**src/rtl/wb_pkg.sv**
```systemverilog
// Shared types and constants for the writeback buffer and its forwarding search.
package wb_pkg;

    localparam int REG_IDX_W = 5;
    localparam int XLEN      = 32;

    typedef struct packed {
        logic [REG_IDX_W-1:0] rd;
        logic [XLEN-1:0]      data;
    } wb_entry_t;

endpackage

```
**src/rtl/wb_fwd_match.sv**
```systemverilog
// Youngest-match forwarding search for one read port over the queued entries
// (index 0 = newest) and the registered output stage.
module wb_fwd_match
    import wb_pkg::*;
#(
    parameter int DEPTH = 4
) (
    input  logic [REG_IDX_W-1:0]  rd_reg,
    input  wb_entry_t [DEPTH-1:0] entries,
    input  logic [DEPTH-1:0]      entry_valid,
    input  logic                  stage_valid,
    input  wb_entry_t             stage,
    output logic                  hit,
    output logic [XLEN-1:0]       data
);

    always_comb begin
        // NOTE: every output gets a default first so no path leaves it unassigned (no latch).
        hit  = 1'b0;
        data = '0;
        if (rd_reg != '0) begin
            if (stage_valid && stage.rd == rd_reg) begin
                hit  = 1'b1;
                data = stage.data;
            end
            // Oldest to newest, so the newest match is the last assignment and wins.
            for (int k = DEPTH - 1; k >= 0; k--) begin
                if (entry_valid[k] && entries[k].rd == rd_reg) begin
                    hit  = 1'b1;
                    data = entries[k].data;
                end
            end
        end
    end

endmodule

```
**src/rtl/writeback_buffer.sv**
```systemverilog
// Pending-write FIFO in front of the 32x32 register file with youngest-match forwarding.
// Optional WB_PERF_CNT_EN adds saturating performance counters. XLEN must equal wb_pkg::XLEN.
module writeback_buffer #(
    parameter int DEPTH = 4,
    parameter int XLEN  = wb_pkg::XLEN
) (
    input  logic                          clk,
    input  logic                          rst,
    input  logic                          in_valid,
    output logic                          in_ready,
    input  logic [wb_pkg::REG_IDX_W-1:0]  in_rd,
    input  logic [XLEN-1:0]               in_data,
    input  logic                          hold,
    output logic                          wr_en,
    output logic [wb_pkg::REG_IDX_W-1:0]  wr_reg,
    output logic [XLEN-1:0]               wr_data,
    input  logic [wb_pkg::REG_IDX_W-1:0]  rd_reg_1,
    input  logic [wb_pkg::REG_IDX_W-1:0]  rd_reg_2,
    output logic                          fwd_hit_1,
    output logic [XLEN-1:0]               fwd_data_1,
    output logic                          fwd_hit_2,
    output logic [XLEN-1:0]               fwd_data_2,
    output logic [$clog2(DEPTH):0]        count,
    output logic                          empty
`ifdef WB_PERF_CNT_EN
   ,output logic [31:0]                   perf_retired,
    output logic [31:0]                   perf_dropped,
    output logic [31:0]                   perf_stall_cycles
`endif
);

    import wb_pkg::*;

    localparam int IDX_W = $clog2(DEPTH);
    localparam int PTR_W = IDX_W + 1;

    wb_entry_t             mem [DEPTH];
    logic [PTR_W-1:0]      wr_ptr, rd_ptr;
    logic [IDX_W-1:0]      wr_idx, rd_idx;
    logic                  full, drain, accept, push;
    wb_entry_t [DEPTH-1:0] ordered;
    logic [DEPTH-1:0]      ordered_valid;

    assign wr_idx   = wr_ptr[IDX_W-1:0];
    assign rd_idx   = rd_ptr[IDX_W-1:0];
    assign full     = (wr_ptr[PTR_W-1] != rd_ptr[PTR_W-1]) && (wr_idx == rd_idx);
    assign empty    = (wr_ptr == rd_ptr);
    assign count    = wr_ptr - rd_ptr;
    assign drain    = !hold && !empty;
    assign in_ready = !full || drain;
    assign accept   = in_valid && in_ready;
    assign push     = accept && (in_rd != '0);   // x0 writes complete the handshake but are dropped

    always_ff @(posedge clk) begin
        // NOTE: sequential state uses non-blocking assignments so every flop samples pre-edge values.
        if (rst) begin
            wr_ptr <= '0;
            rd_ptr <= '0;
        end else begin
            if (push)  wr_ptr <= wr_ptr + 1'b1;
            if (drain) rd_ptr <= rd_ptr + 1'b1;
        end
    end

    // NOTE: storage is not reset; validity comes entirely from the pointers.
    always_ff @(posedge clk) begin
        if (push) mem[wr_idx] <= '{rd: in_rd, data: in_data};
    end

    always_ff @(posedge clk) begin
        if (rst) begin
            wr_en   <= 1'b0;
            wr_reg  <= '0;
            wr_data <= '0;
        end else begin
            wr_en <= drain;
            if (drain) begin
                wr_reg  <= mem[rd_idx].rd;
                wr_data <= mem[rd_idx].data;
            end
        end
    end

    // Present the queue newest-first to the forwarding search.
    for (genvar k = 0; k < DEPTH; k++) begin : g_order
        logic [IDX_W-1:0] idx;
        assign idx              = wr_idx - IDX_W'(k + 1);
        assign ordered[k]       = mem[idx];
        assign ordered_valid[k] = (PTR_W'(k) < count);
    end

    wb_fwd_match #(.DEPTH(DEPTH)) u_fwd_1 (
        .rd_reg      (rd_reg_1),
        .entries     (ordered),
        .entry_valid (ordered_valid),
        .stage_valid (wr_en),
        .stage       ('{rd: wr_reg, data: wr_data}),
        .hit         (fwd_hit_1),
        .data        (fwd_data_1)
    );

    wb_fwd_match #(.DEPTH(DEPTH)) u_fwd_2 (
        .rd_reg      (rd_reg_2),
        .entries     (ordered),
        .entry_valid (ordered_valid),
        .stage_valid (wr_en),
        .stage       ('{rd: wr_reg, data: wr_data}),
        .hit         (fwd_hit_2),
        .data        (fwd_data_2)
    );

`ifdef WB_PERF_CNT_EN
    always_ff @(posedge clk) begin
        if (rst) begin
            perf_retired      <= '0;
            perf_dropped      <= '0;
            perf_stall_cycles <= '0;
        end else begin
            if (wr_en && perf_retired != '1)
                perf_retired <= perf_retired + 1'b1;
            if (accept && in_rd == '0 && perf_dropped != '1)
                perf_dropped <= perf_dropped + 1'b1;
            if (in_valid && !in_ready && perf_stall_cycles != '1)
                perf_stall_cycles <= perf_stall_cycles + 1'b1;
        end
    end
`endif

    // A producer refused this cycle must keep offering the same result.
    property p_hold_offer;
        @(posedge clk) disable iff (rst)
        (in_valid && !in_ready) |=> (in_valid && $stable(in_rd) && $stable(in_data));
    endproperty
    a_hold_offer: assert property (p_hold_offer);

endmodule

```
**config.mk**
```make
export PLATFORM = sky130hd
export DESIGN_NAME = writeback_buffer
export DESIGN_NICKNAME = d
export VERILOG_FILES = /design/src/rtl/wb_pkg.sv /design/src/rtl/wb_fwd_match.sv /design/src/rtl/writeback_buffer.sv
export SDC_FILE = /design/constraint.sdc
export NUM_CORES = 1
export LEC_CHECK = 0
export CORE_UTILIZATION = 50
export CTS_CLUSTER_DIAMETER = 30
export DETAILED_ROUTE_END_ITERATION = 10
export GPL_TIMING_DRIVEN = 0
export PLACE_DENSITY = 0.73
export RECOVER_POWER = 50
export SYNTH_ARGS = -nofsm -noshare
export SYNTH_HDL_FRONTEND = slang
export SYNTH_HIERARCHICAL = 1
export SYNTH_SLANG_ARGS = --single-unit
export TNS_END_PERCENT = 30
```
**constraint.sdc**
```tcl
create_clock -name clk -period 7.25 [get_ports clk]
set_clock_uncertainty 0.15 [all_clocks]
set_input_delay 1.8125 -clock clk [delete_from_list [all_inputs] [get_ports clk]]
set_output_delay 1.8125 -clock clk [all_outputs]
set_load 0.1 [all_outputs]
```
==> results.cfg <==
[global_route]
grt_pass1_wl_microns = 78100
antenna_found_initial = 0
grt_overflow = 0
grt_pass1_vias = 12669
grt_max_degree = 38
grt_use_total = 0.339

[floorplan]
die_h_microns = 178
core_area_sq_um = 30000
start_util = 0.514
die_x_microns = 178
fp.dieArea_sq_um = 31500
ios = 160
core.rowCount = 63

[placed_design]
dpl.hpwl_microns = 35800
dp.cells = 1774
portBuffers = 149
dpl_cell_area_sq_um = 17500
place_congestion = 0.926

[yosys]
synth_edf_count = 148
yosys_warnings = 6
synth_area_leaders = edfxtp_1, mux4_2, dfxtp_1
synthesis.nets = 1289
syn_inst = 1230
synth_top_area_share = 0.288
async_flop_share = 0
synth_area_leader_cell = edfxtp_1
synth.cell_area_sq_um = 15400
ys_seq_elements = 194
synth-seq-area-share = 0.348
synth_ff_type = edfxtp_1
netlist-cell-type-count = 52
syn_area_per_cell_sq_um = 12.5

[worst_setup_path]
critical_path_arrival_ns = 5.10
crit_top_cell = clkbuf_4
cp_top_family = buffers and inverters
cpPeakStageDelay_ns = 0.58
crit_chain = clkbuf_4, inv_1, ha_1, clkbuf_4, clkbuf_4, mux4_2, xor2_1, nor4_2, and3_1, buf_4, buf_4, nand2_1, a22oi_2, buf_2
cp_num_buf_inv = 7
setup.worst_path.start_class = flop
critPathSlowestCell = dfxtp_1
cp.required_ns = 5.29
critical_path_class = reg -> out
cp-end-kind = output port
cp_max_fo = 19

[route]
vias_per_cell = 7.31
antenna_left = 0
dr.pass1.iters = 8
vias = 13180
drc = 0
drt_iter0_drc = 2142
avgRoutedWirePerCell_microns = 28.9
routed_wl_microns = 52100

[timing]
worst_pin_slew_ns = 1.32
final_max_slew_viol_count = 0
finalSetupViolCount = 0
period_share = 0.974
rsz0062_at_grt = no
fmax_mhz = 142
finalCriticalPeriod_ns = 7.06
finalHoldWorstSlack_ns = 0.348
hold_violations = 0
maxSlewHeadroom = 0.122

[final_layout]
mostFrequentLayoutCells = mux4_2, nand2_1, edfxtp_1
area_delta_synth_final_pct = 14.6
final_common_cell = mux4_2
fillers = 2473
antenna_cells = 0
drive_above_1_share = 0.350
largest_reg_flops = 148
seq_area_sq_um = 5370
fin_nets = 1459
stdcell_count = 1803
final_cell_area_sq_um = 17700
multiInputGateArea_sq_um = 8880

[clocking]
clk_pin_slew_ns = 0.07
clock-root-buffer = clkbuf_16
cts-hold-fix-buffers = 0
clock_path_buffers = 2
worstSkewPairLatency_ns = 0.45
cts_tree = yes
htreeDepth = 4
cts_made_buffers = 17
cts.sinks = 194

[pwr]
p_leak_uw = 0.00574
power_uw = 4330
power_density_nw_per_um2 = 245
peakVddDrop_mv = 0.270

[flow_run]
cap_violations = 0

[worst_hold_path]
hold_class = reg -> reg

[outcome]
status = finished, final reports clean
-- per-layer routing --
layer  vias up  GRT usage  wire [microns]
li1       5377          -               -
met1      6448      0.452           18900
met2      1163      0.518           23600
met3       192     0.0891            7150
met4         0      0.158            2430
met5         -          0               0
-- worst min-delay path: stages (launching register included) --
cell	delay (ns)
dfxtp_1	0.34
nand2_1	0.06
a21oi_1	0.06
-- Yosys cell counts (4+ instances only) --
library cell / n
ha_1: 7
buf_6: 19
nor3_1: 66
a32oi_1: 64
and3_1: 4
a22oi_1: 18
nor3_2: 4
inv_1: 69
mux4_2: 185
o221ai_1: 24
nor2_1: 10
xnor2_1: 36
nor4_2: 4
dfxtp_1: 46
clkbuf_1: 34
buf_2: 58
o221ai_2: 40
nand2_1: 149
a21oi_1: 41
buf_4: 28
nand4_1: 4
xor2_1: 16
edfxtp_1: 148
o31ai_1: 64
a22oi_2: 46
-- worst paths after layout --
path	endpoint	slack, ns	from	cells after the start
worst max-delay path	fwd_data_2[11]	0.19	wr_ptr[1]$_SDFFE_PP0P_	14
worst min-delay path	wr_data[24]$_SDFFE_PP0P_	0.35	wr_data[24]$_SDFFE_PP0P_	2
worst max register to register	mem[3][18]$_DFFE_PP_	2.21	rd_ptr[1]$_SDFFE_PP0P_	10
worst min register to register	wr_data[24]$_SDFFE_PP0P_	0.35	wr_data[24]$_SDFFE_PP0P_	2
-- through the flow --
step	setup slack, ns	utilization	TNS, ns
5_1_grt	0.112	0.590	0
2_1_floorplan	0.332	-	0
4_1_cts	0.00165	0.591	0
6_report	0.190	0.590	0
3_3_place_gp	-2.09	0.580	-129.26
3_5_place_dp	-1.04	0.583	-62.38
-- area by class of cell --
class                           instances  share of cell area
Multi-Input combinational cell        821               0.503
Timing Repair Buffer                  154              0.0709
Sequential cell                       194               0.304
Clock buffer                           19              0.0245
Clock inverter                         13             0.00680
Tap cell                              390              0.0276
Inverter                               69              0.0147
Buffer                                143              0.0489
-- report_power, final --
part	switching [uW]	internal, uW	leakage [uW]
combinational	1390	638	0.00373
clock	454	480	0.000274
sequential	92.3	1280	0.00173
total	1940	2400	0.00574
-- repair_timing --
action / 4_1_cts / 5_1_grt
resized for setup: 341 / 23
setup endpoints to repair: 66 / 66
setup buffers: 0 / 0
-- cells by family (layout without fill, tap and decap cells) --
group           count (synthesis)  count (layout)  synth area share
compound gates                306             306             0.186
simple gates                  264             264            0.0805
buf+inv                       215             398            0.0738
flops                         194             194             0.348
mux                           190             190             0.274
xor+xnor                       53              53            0.0306
fa+ha+maj                       8               8           0.00698
Power figures use the tool's default switching activity.
